`src/rtl/duty_fader_pkg.sv`:
```
// duty_fader_pkg: shared types and constants for the duty fader and its
// period divider. Build option DUTY_FADER_RETARGET_EN is consumed by
// duty_fader.sv only; nothing here changes with it.
package duty_fader_pkg;

  // Default duty width, matching the 4-bit PWM duty input.
  localparam int DUTY_W_DEF = 4;

  // Largest representable duty for the default width.
  localparam int DUTY_MAX = (1 << DUTY_W_DEF) - 1;

  // Ramp direction. IDLE means duty_out already equals the target.
  typedef enum logic [1:0] {
    IDLE = 2'd0,
    UP   = 2'd1,
    DOWN = 2'd2
  } fade_state_t;

  // Direction a newly accepted target implies, given the current duty.
  // Both operands are unsigned; equal means there is nothing to ramp.
  function automatic fade_state_t pick_dir(input int unsigned target,
                                           input int unsigned duty);
    fade_state_t dir;
    if (target > duty) begin
      dir = UP;
    end else if (target < duty) begin
      dir = DOWN;
    end else begin
      dir = IDLE;
    end
    return dir;
  endfunction

endpackage : duty_fader_pkg

```
`src/rtl/period_divider.sv`:
```
// period_divider: free-running 0..PERIOD_CYCLES-1 counter with a one-cycle
// tick on the last clock of each period. Shared with the PWM so both see
// the same period boundaries.
module period_divider #(
  parameter  int PERIOD_CYCLES = 16,
  localparam int CW            = (PERIOD_CYCLES > 1) ? $clog2(PERIOD_CYCLES) : 1
) (
  input  logic          clk,
  input  logic          rst,
  output logic [CW-1:0] pcnt,
  output logic          period_tick
);

  localparam logic [CW-1:0] PCNT_LAST = CW'(PERIOD_CYCLES - 1);

  logic [CW-1:0] r_pcnt;

  // Period counter: count up and wrap at the last cycle of the period.
  always_ff @(posedge clk or posedge rst) begin
    // NOTE: sequential state always uses <= so every register samples the
    // pre-edge values of its inputs, independent of statement order.
    if (rst) begin
      r_pcnt <= '0;
    end else if (r_pcnt == PCNT_LAST) begin
      r_pcnt <= '0;
    end else begin
      r_pcnt <= r_pcnt + CW'(1);
    end
  end

  assign pcnt        = r_pcnt;
  // Decoded straight from the register, so it is glitch-free and aligned
  // with the counter value it describes.
  assign period_tick = (r_pcnt == PCNT_LAST);

endmodule : period_divider

```
`src/rtl/duty_fader.sv`:
```
// duty_fader: accepts a target duty over valid/ready and ramps duty_out
// toward it by one LSB every STEP_PERIODS PWM periods.
// Build option: define DUTY_FADER_RETARGET_EN to accept new targets while a
// ramp is in progress (target_ready held high, step cadence preserved).
module duty_fader
  import duty_fader_pkg::*;
#(
  parameter int DUTY_W        = DUTY_W_DEF,
  parameter int PERIOD_CYCLES = 16,
  parameter int STEP_PERIODS  = 4
) (
  input  logic              clk,
  input  logic              rst,
  input  logic [DUTY_W-1:0] target_in,
  input  logic              target_valid,
  output logic              target_ready,
  output logic [DUTY_W-1:0] duty_out,
  output logic              busy,
  output logic              period_tick
);

  localparam int PCW = (PERIOD_CYCLES > 1) ? $clog2(PERIOD_CYCLES) : 1;
  localparam int SCW = (STEP_PERIODS > 1) ? $clog2(STEP_PERIODS) : 1;
  localparam logic [SCW-1:0] SCNT_LAST = SCW'(STEP_PERIODS - 1);

  fade_state_t       r_state;
  logic [DUTY_W-1:0] r_duty;
  logic [DUTY_W-1:0] r_target;
  logic [SCW-1:0]    r_scnt;
  logic              r_busy;
  logic              r_ready;

  // The phase value is only needed by PWM instances sharing the divider.
  logic [PCW-1:0]    w_pcnt_unused;
  logic              w_period_tick;
  logic              w_accept;
  logic              w_step;
  logic [SCW-1:0]    w_scnt_next;
  logic [DUTY_W-1:0] w_duty_stepped;
  fade_state_t       w_accept_state;

  period_divider #(
    .PERIOD_CYCLES (PERIOD_CYCLES)
  ) u_period_divider (
    .clk         (clk),
    .rst         (rst),
    .pcnt        (w_pcnt_unused),
    .period_tick (w_period_tick)
  );

  assign w_accept       = target_valid && target_ready;
  assign w_accept_state = pick_dir(32'(target_in), 32'(r_duty));

  // A step lands on the period tick that completes STEP_PERIODS periods.
  assign w_step      = (r_state != IDLE) && w_period_tick && (r_scnt == SCNT_LAST);
  assign w_scnt_next = (r_scnt == SCNT_LAST) ? '0 : r_scnt + SCW'(1);

  // Candidate duty one LSB toward the target; only committed on a step.
  always_comb begin
    // NOTE: the default assignment first keeps every path driven, so no
    // latch is inferred for the states that do not move the duty.
    w_duty_stepped = r_duty;
    case (r_state)
      UP:      w_duty_stepped = r_duty + DUTY_W'(1);
      DOWN:    w_duty_stepped = r_duty - DUTY_W'(1);
      default: w_duty_stepped = r_duty;
    endcase
  end

  // Ramp FSM: latch targets, count periods, step duty and retire at target.
  always_ff @(posedge clk or posedge rst) begin
    if (rst) begin
      r_state  <= IDLE;
      r_duty   <= '0;
      r_target <= '0;
      r_scnt   <= '0;
      r_busy   <= 1'b0;
      r_ready  <= 1'b1;
    end else if (w_accept) begin
      // An accept takes priority over a coincident step: the duty holds for
      // this cycle and the direction is recomputed from the current duty.
      r_target <= target_in;
      r_state  <= w_accept_state;
      r_busy   <= (w_accept_state != IDLE);
`ifdef DUTY_FADER_RETARGET_EN
      r_ready  <= 1'b1;
      if ((r_state == IDLE) || (w_accept_state == IDLE)) begin
        // Starting fresh, or nothing left to do: restart the step count.
        r_scnt <= '0;
      end else if (w_period_tick) begin
        // Retargeting mid-ramp keeps the running cadence.
        r_scnt <= w_scnt_next;
      end
`else
      r_ready  <= (w_accept_state == IDLE);
      r_scnt   <= '0;
`endif
    end else if (w_step) begin
      r_scnt <= '0;
      r_duty <= w_duty_stepped;
      // Retire on the same edge the target value appears, so busy falls
      // in the first cycle duty_out shows the target.
      if (w_duty_stepped == r_target) begin
        r_state <= IDLE;
        r_busy  <= 1'b0;
        r_ready <= 1'b1;
      end
    end else if ((r_state != IDLE) && w_period_tick) begin
      r_scnt <= w_scnt_next;
    end
  end

`ifdef DUTY_FADER_RETARGET_EN
  // Retarget builds take a new target in any state.
  assign target_ready = 1'b1;
`else
  assign target_ready = r_ready;
`endif
  assign duty_out     = r_duty;
  assign busy         = r_busy;
  assign period_tick  = w_period_tick;

endmodule : duty_fader
```
`config.mk`:
```
export PLATFORM = sky130hd
export DESIGN_NAME = duty_fader
export DESIGN_NICKNAME = d
export VERILOG_FILES = /design/src/rtl/duty_fader_pkg.sv /design/src/rtl/period_divider.sv /design/src/rtl/duty_fader.sv
export SDC_FILE = /design/constraint.sdc
export NUM_CORES = 1
export LEC_CHECK = 0
export CORE_MARGIN = 5
export CORE_UTILIZATION = 50
export CTS_BUF_LIST = sky130_fd_sc_hd__clkbuf_4 sky130_fd_sc_hd__clkbuf_8
export DETAILED_ROUTE_END_ITERATION = 10
export HOLD_SLACK_MARGIN = 0.12
export PLACE_DENSITY = 0.72
export SLEW_MARGIN = 20
export SYNTH_ARGS = -nofsm -noshare
export SYNTH_HDL_FRONTEND = slang
export SYNTH_SLANG_ARGS = --single-unit
```
`constraint.sdc`:
```
create_clock -name clk -period 2.9 [get_ports clk]
set_clock_uncertainty 0.2 [all_clocks]
set_input_delay 0.725 -clock clk [delete_from_list [all_inputs] [get_ports clk]]
set_output_delay 0.725 -clock clk [all_outputs]
set_load 0.005 [all_outputs]
```
==> results of run 1 <==
## layer usage
| layer | vias to the layer above | GRT usage (%) |
|---|---|---|
| met5 | - | 0 |
| met4 | 0 | 7.12 |
| met3 | 8 | 0.688 |
| met2 | 19 | 23.6 |
| met1 | 374 | 15.6 |
| li1 | 414 | - |
## worst max-delay path: stages (launching register included)
cell	delay, ns
sky130_fd_sc_hd__dfrtp_1	0.40
sky130_fd_sc_hd__ha_1	0.22
sky130_fd_sc_hd__nand3_1	0.18
sky130_fd_sc_hd__inv_1	0.12
sky130_fd_sc_hd__clkdlybuf4s50_1	0.52
## cells by family (layout without fill, tap and decap cells)
group,after synthesis,in the layout,synth area share (%)
fa+ha+maj,10,10,11.5
simple gates,37,37,16.6
xor+xnor,11,11,8.85
buf+inv,12,28,4.83
mux,3,3,2.87
compound gates,22,22,13.9
flops,18,18,41.5
## final cells by class
cell class,instances,area share [%]
timing repair buffer,14,10.7
multi-input combinational,83,45.6
inverter,10,2.93
sequential,18,35.3
tap,27,2.64
clock buffer,4,2.83
## power by group through the flow
stage | combinational, mW | sequential [mW] | clock, mW
6_report | 0.0203 | 0.251 | 0.156
5_1_grt | 0.0232 | 0.251 | 0.169
4_1_cts | 0.0210 | 0.251 | 0.161
3_5_place_dp | 0.0209 | 0.256 | 0
3_3_place_gp | 0.0203 | 0.256 | 0
2_1_floorplan | 0.00925 | 0.256 | 0
## sequential cells by signal, indices dropped and copies added (netlist names)
signal / count
target_ready: 1
busy: 1
duty_out: 4
r_scnt: 2
r_state: 2
r_target: 4
u_period_divider.pcnt: 4
## placed cells by master (no fill, tap or decap), drive strengths merged, types with 2 or more instances in the layout
master and count:
xnor2 7, nand3 2, mux2i 2, a21oi 4
inv 10, o21a 2, nand2 17, o21ai 8
clkbuf 4, dfrtp 17, clkdlybuf4s50 13, a211oi 2
xor2 4, nor2 7, ha 10, nor3 2
nand2b 2
## worst paths after layout
path,endpoint,depth (start not counted),start
worst max-delay path,period_tick,4,u_period_divider.pcnt[0]
worst min-delay path,u_period_divider.pcnt[0],1,u_period_divider.pcnt[0]
worst max register to register,r_state[1],9,r_state[0]
worst min register to register,u_period_divider.pcnt[0],1,u_period_divider.pcnt[0]
max in group asynchronous,u_period_divider.pcnt[3],2,rst
min in group asynchronous,r_target[2],2,rst
## per-stage QoR
stage	cells	util, %
6_report	156	63.4
3_3_place_gp	152	61.6
5_1_grt	156	63.4
3_5_place_dp	152	61.6
4_1_cts	156	63.4
2_1_floorplan	113	-
==> insert_results.sql, run 1 <==
INSERT INTO impl_metrics (metric_group, metric, value, unit) VALUES
('placed_design', 'placed_area', '1240', 'um^2'),
('yosys', 'post_syn_area', '1090', 'um^2'),
('global_routing', 'first_global_vias', '804', ''),
('sta', 'worst_hold_slack', '0.287', 'ns'),
('placed_design', 'port_buffers', '13', ''),
('pwr', 'intPower', '0.338', 'mW'),
('critical_path', 'critPathCaptureType', 'primary output', ''),
('pwr', 'clock_power_share', '36.6', '%'),
('sta', 'relSlewSlack', '54.5', '%'),
('route', 'routed.top_layer', 'met4', ''),
('floorplanning', 'die_width', '56.7', 'um'),
('cts', 'resize_count_post_cts', '0', ''),
('route', 'drt_iter0_drc', '24', ''),
('route', 'met1_length', '876', 'um'),
('placed_design', 'gpl.final_weighted_congestion', '0.729', ''),
('status', 'status', 'complete, no violations', ''),
('cts', 'clk-insertion-delay-late', '0.30', 'ns'),
('global_routing', 'grt_first_pass_wirelength', '3350', 'um'),
('yosys', 'synth_cell_type_count', '33', ''),
('placed_design', 'place_ws', '0.261', 'ns'),
('floorplanning', 'design.core.area', '2020', 'um^2'),
('floorplanning', 'floorplan.initialDensity', '53.8', '%'),
('yosys', 'synth_ff_type', 'sky130_fd_sc_hd__dfrtp_1', ''),
('critical_path', 'crit_path_max_fanout', '5', ''),
('critical_path', 'reg2reg_setup_slack', '0.42', 'ns'),
('cts', 'cts.hold.buffers_added', '0', ''),
('pwr', 'power_switching_share', '21.0', '%'),
('route', 'met3WireLength', '58', 'um'),
('cts', 'post_cts_buffers', '0', ''),
('global_routing', 'grt_max_degree', '19', ''),
('global_routing', 'groute.usage.overall', '13.2', '%'),
('floorplanning', 'fp-row-count', '16', ''),
('sta', 'period_share', '91.6', '%'),
('placed_design', 'dpl.hpwl', '1550', 'um'),
('yosys', 'ys_ff_latch', '18', ''),
('pwr', 'p_sw', '0.0896', 'mW'),
('flow_run', 'maxCapViolCount', '0', ''),
('cts', 'cts_buffer_depth', '2', ''),
('yosys', 'synth_sequential_area_ratio', '41.5', '%'),
('final_layout', 'final_net_count', '147', ''),
('yosys', 'synthDominantAreaCellType', 'sky130_fd_sc_hd__dfrtp_1', ''),
('yosys', 'synth-warning-count', '0', ''),
('yosys', 'synth_cells', '113', ''),
('pwr', 'totalPowerFinal', '0.428', 'mW'),
('floorplanning', 'floorplan.io_pins', '14', ''),
('sta', 'finalWorstPathRequiredPeriod', '2.66', 'ns'),
('sta', 'max_freq', '377', 'MHz'),
('route', 'detailroute.via_count', '815', ''),
('yosys', 'synthesis.nets', '130', ''),
('sta', 'layout_setup_ws', '0.244', 'ns'),
('route', 'met2_wirelength', '1000', 'um'),
('final_layout', 'design_area', '1280', 'um^2'),
('final_layout', 'num_antenna_cells', '0', ''),
('sta', 'timing.final.max_slew_violations', '0', ''),
('cts', 'clock_tree.htree_level_count', '1', ''),
('floorplanning', 'die_height', '56.7', 'um'),
('sta', 'worst_pin_slew', '0.681', 'ns'),
('final_layout', 'area_delta_synth_final', '17.7', '%'),
('route', 'detailed_routing_iterations_pass_1', '4', ''),
('final_layout', 'nFillCells', '186', ''),
('critical_path', 'kind_of_critical_path', 'reg -> out', ''),
('sta', 'unrepaired_setup_endpoints_after_global_routing', 'no', ''),
('cts', 'cts.sink_count', '18', ''),
('cts', 'cts_root_buf', 'sky130_fd_sc_hd__clkbuf_4', ''),
('yosys', 'synth-edff-count', '0', ''),
('sta', 'final-hold-violation-count', '0', ''),
('route', 'totalWireLength', '2000', 'um'),
('route', 'detailed_route_drc_error_count', '0', ''),
('floorplanning', 'fp.dieArea', '3210', 'um^2'),
('yosys', 'synthesis.area_per_instance', '9.63', 'um^2'),
('pwr', 'seqPwrFrac', '58.7', '%');
(Power assumes the default switching activity.)
==> inputs of run 2 (changes only) <==
CELL_PAD_IN_SITES_DETAIL_PLACEMENT = 0   (was default)
CELL_PAD_IN_SITES_GLOBAL_PLACEMENT = 1   (was default)
CORE_UTILIZATION = 35   (was 50)
PLACE_DENSITY = 0.66   (was 0.72)
==> run 2 against run 1 <==
  * Fmax grew 0.44%
  * Sequential cell count is the same
  * Register-to-register slack gained 0.02 ns
  * Highest routed layer unchanged
==> insert_results.sql, run 2 (synthesized netlist as in run 1, its figures left out) <==
INSERT INTO impl_metrics (metric_group, metric, value, unit) VALUES
('final_layout', 'layout_common_cells', 'sky130_fd_sc_hd__nand2_1, sky130_fd_sc_hd__dfrtp_1, sky130_fd_sc_hd__clkdlybuf4s50_1, sky130_fd_sc_hd__inv_1, sky130_fd_sc_hd__ha_1', ''),
('worst_hold_path', 'min_to', 'u_period_divider.pcnt[0]', ''),
('critical_path', 'reg2reg_setup_slack', '0.44', 'ns'),
('cts', 'clock_tree.htree_level_count', '1', ''),
('sta', 'final-hold-violation-count', '0', ''),
('floorplanning', 'fp-row-count', '20', ''),
('cts', 'clk_pin_slew', '0.11', 'ns'),
('critical_path', 'critical_path_cell_sequence', 'ha_1, nand3_1, inv_1, clkdlybuf4s50_1', ''),
('route', 'routed.top_layer', 'met4', ''),
('placed_design', 'dp_cells', '169', ''),
('floorplanning', 'die_width', '65.8', 'um'),
('cts', 'cts.hold.buffers_added', '0', ''),
('floorplanning', 'floorplan.initialDensity', '36.0', '%'),
('critical_path', 'critPathSlowestCell', 'sky130_fd_sc_hd__clkdlybuf4s50_1', ''),
('critical_path', 'rr_startpoint', 'r_state[0]', ''),
('floorplanning', 'design.core.area', '3030', 'um^2'),
('cts', 'cts_made_buffers', '3', ''),
('global_routing', 'groute.usage.overall', '11.2', '%'),
('sta', 'max_freq', '378', 'MHz'),
('route', 'vias_per_cell', '4.72', ''),
('route', 'met2_wirelength', '1000', 'um'),
('global_routing', 'grt_max_degree', '19', ''),
('route', 'totalWireLength', '2130', 'um'),
('cts', 'cts.sink_count', '18', ''),
('sta', 'period_share', '91.2', '%'),
('worst_hold_path', 'worstHoldStart', 'u_period_divider.pcnt[0]', ''),
('global_routing', 'grt_first_pass_wirelength', '3710', 'um'),
('floorplanning', 'fp.dieArea', '4330', 'um^2'),
('critical_path', 'critical_path.startpoint_type', 'flip-flop', ''),
('placed_design', 'dpl.hpwl', '1670', 'um'),
('worst_hold_path', 'hold_class', 'reg -> reg', ''),
('final_layout', 'finish.cell_count_without_fillers', '173', ''),
('route', 'detailed_route_drc_error_count', '0', ''),
('worst_hold_path', 'timing.hold.worst_path_depth', '1', ''),
('cts', 'cts_root_buf', 'sky130_fd_sc_hd__clkbuf_4', ''),
('cts', 'tritoncts', 'done', ''),
('cts', 'resize_count_post_cts', '0', ''),
('sta', 'relSlewSlack', '53.6', '%'),
('sta', 'unrepaired_setup_endpoints_after_global_routing', 'no', ''),
('final_layout', 'area_delta_synth_final', '19.7', '%'),
('flow_run', 'maxCapViolCount', '0', ''),
('critical_path', 'worstReg2RegEnd', 'r_state[1]', ''),
('final_layout', 'final_net_count', '147', ''),
('global_routing', 'initial_antenna_violation_count', '0', ''),
('final_layout', 'num_antenna_cells', '0', ''),
('critical_path', 'kind_of_critical_path', 'reg -> out', ''),
('floorplanning', 'floorplan.io_pins', '14', ''),
('global_routing', 'first_global_vias', '817', ''),
('route', 'drt-wirelength-per-cell', '12.3', 'um'),
('sta', 'worst_pin_slew', '0.695', 'ns'),
('sta', 'finalSetupViolations', '0', ''),
('route', 'detailed_routing_iterations_pass_1', '3', ''),
('placed_design', 'port_buffers', '13', ''),
('pwr', 'max-vdd-ir-drop', '0.196', 'mV'),
('sta', 'timing.final.max_slew_violations', '0', ''),
('route', 'drt_iter0_drc', '13', ''),
('critical_path', 'worst_endpoint_data_arrival_time', '1.72', 'ns'),
('critical_path', 'worst-r2r-cell-count', '9', ''),
('pwr', 'power_density', '329', 'nW/um^2'),
('cts', 'cts_buffer_depth', '2', ''),
('route', 'detailroute.via_count', '817', ''),
('final_layout', 'nFillCells', '326', ''),
('cts', 'post_cts_buffers', '0', ''),
('sta', 'finalWorstPathRequiredPeriod', '2.64', 'ns'),
('critical_path', 'critPathCaptureType', 'primary output', ''),
('final_layout', 'layout_cells_sized_above_1', '6.98', '%'),
('pwr', 'power.static_leakage', '0.606', 'nW'),
('route', 'met1_length', '1060', 'um'),
('route', 'antenna_left', '0', ''),
('status', 'status', 'complete, no violations', ''),
('cts', 'clk-insertion-delay-late', '0.29', 'ns'),
('sta', 'worst_hold_slack', '0.291', 'ns'),
('pwr', 'totalPowerFinal', '0.428', 'mW'),
('final_layout', 'final_core_utilization', '43.0', '%'),
('critical_path', 'crit_path_max_fanout', '5', ''),
('route', 'met3WireLength', '58', 'um'),
('critical_path', 'cp.required', '1.98', 'ns'),
('critical_path', 'critPathMaxStageDelay', '0.50', 'ns'),
('global_routing', 'grt-ovfl-total', '0', ''),
('placed_design', 'gpl.final_weighted_congestion', '0.719', ''),
('floorplanning', 'die_height', '65.8', 'um'),
('sta', 'setup-tns-final', '0', 'ns');
run 2: layout make-up:
class / count / area (um^2) / share of cell area [%]
Inverter: 10 / 37.5 / 2.88
Multi-Input combinational cell: 83 / 584 / 44.9
Clock buffer: 4 / 36.3 / 2.79
Tap cell: 44 / 55.1 / 4.23
Timing Repair Buffer: 14 / 138 / 10.6
Sequential cell: 18 / 452 / 34.7
run 2: where the power goes:
| group | internal (mW) | leakage (nW) | switching, mW | total [mW] |
|---|---|---|---|---|
| registers | 0.251 | 0.223 | 0 | 0.251 |
| clock network | 0.0764 | 0.0210 | 0.0803 | 0.157 |
| logic | 0.0106 | 0.362 | 0.00992 | 0.0205 |
run 2: how the worst max path moves through the flow:
stage | startpoint | to | slack (ns) | cells past startpoint
after global placement | target_in[1] | busy | 0.27 | 7
after detailed placement | target_in[1] | busy | 0.24 | 7
after global routing | u_period_divider.pcnt[0] | period_tick | 0.10 | 4
final | u_period_divider.pcnt[0] | period_tick | 0.26 | 4
after floorplan | r_state[0] | r_state[1] | 0.70 | 9
after CTS | u_period_divider.pcnt[0] | period_tick | 0.23 | 4
run 2: worst max-delay path, delay by kind of cell (launching register included):
kind / cells / cell delay, ns
buf+inv: 2 / 0.61
simple gates: 1 / 0.19
flops: 1 / 0.41
fa+ha+maj: 1 / 0.22
run 2: stage by stage:
step	setup WS (ns)	instance area, um^2
after floorplan	0.701	1090
after global placement	0.274	1270
after detailed placement	0.241	1270
after CTS	0.229	1300
after global routing	0.104	1300
final	0.256	1300
run 2: routing by layer:
| layer | global-route usage [%] | vias up |
|---|---|---|
| met2 | 18.6 | 8 |
| li1 | - | 416 |
| met5 | 0 | - |
| met4 | 3.11 | 0 |
| met3 | 2.89 | 2 |
| met1 | 14.2 | 391 |
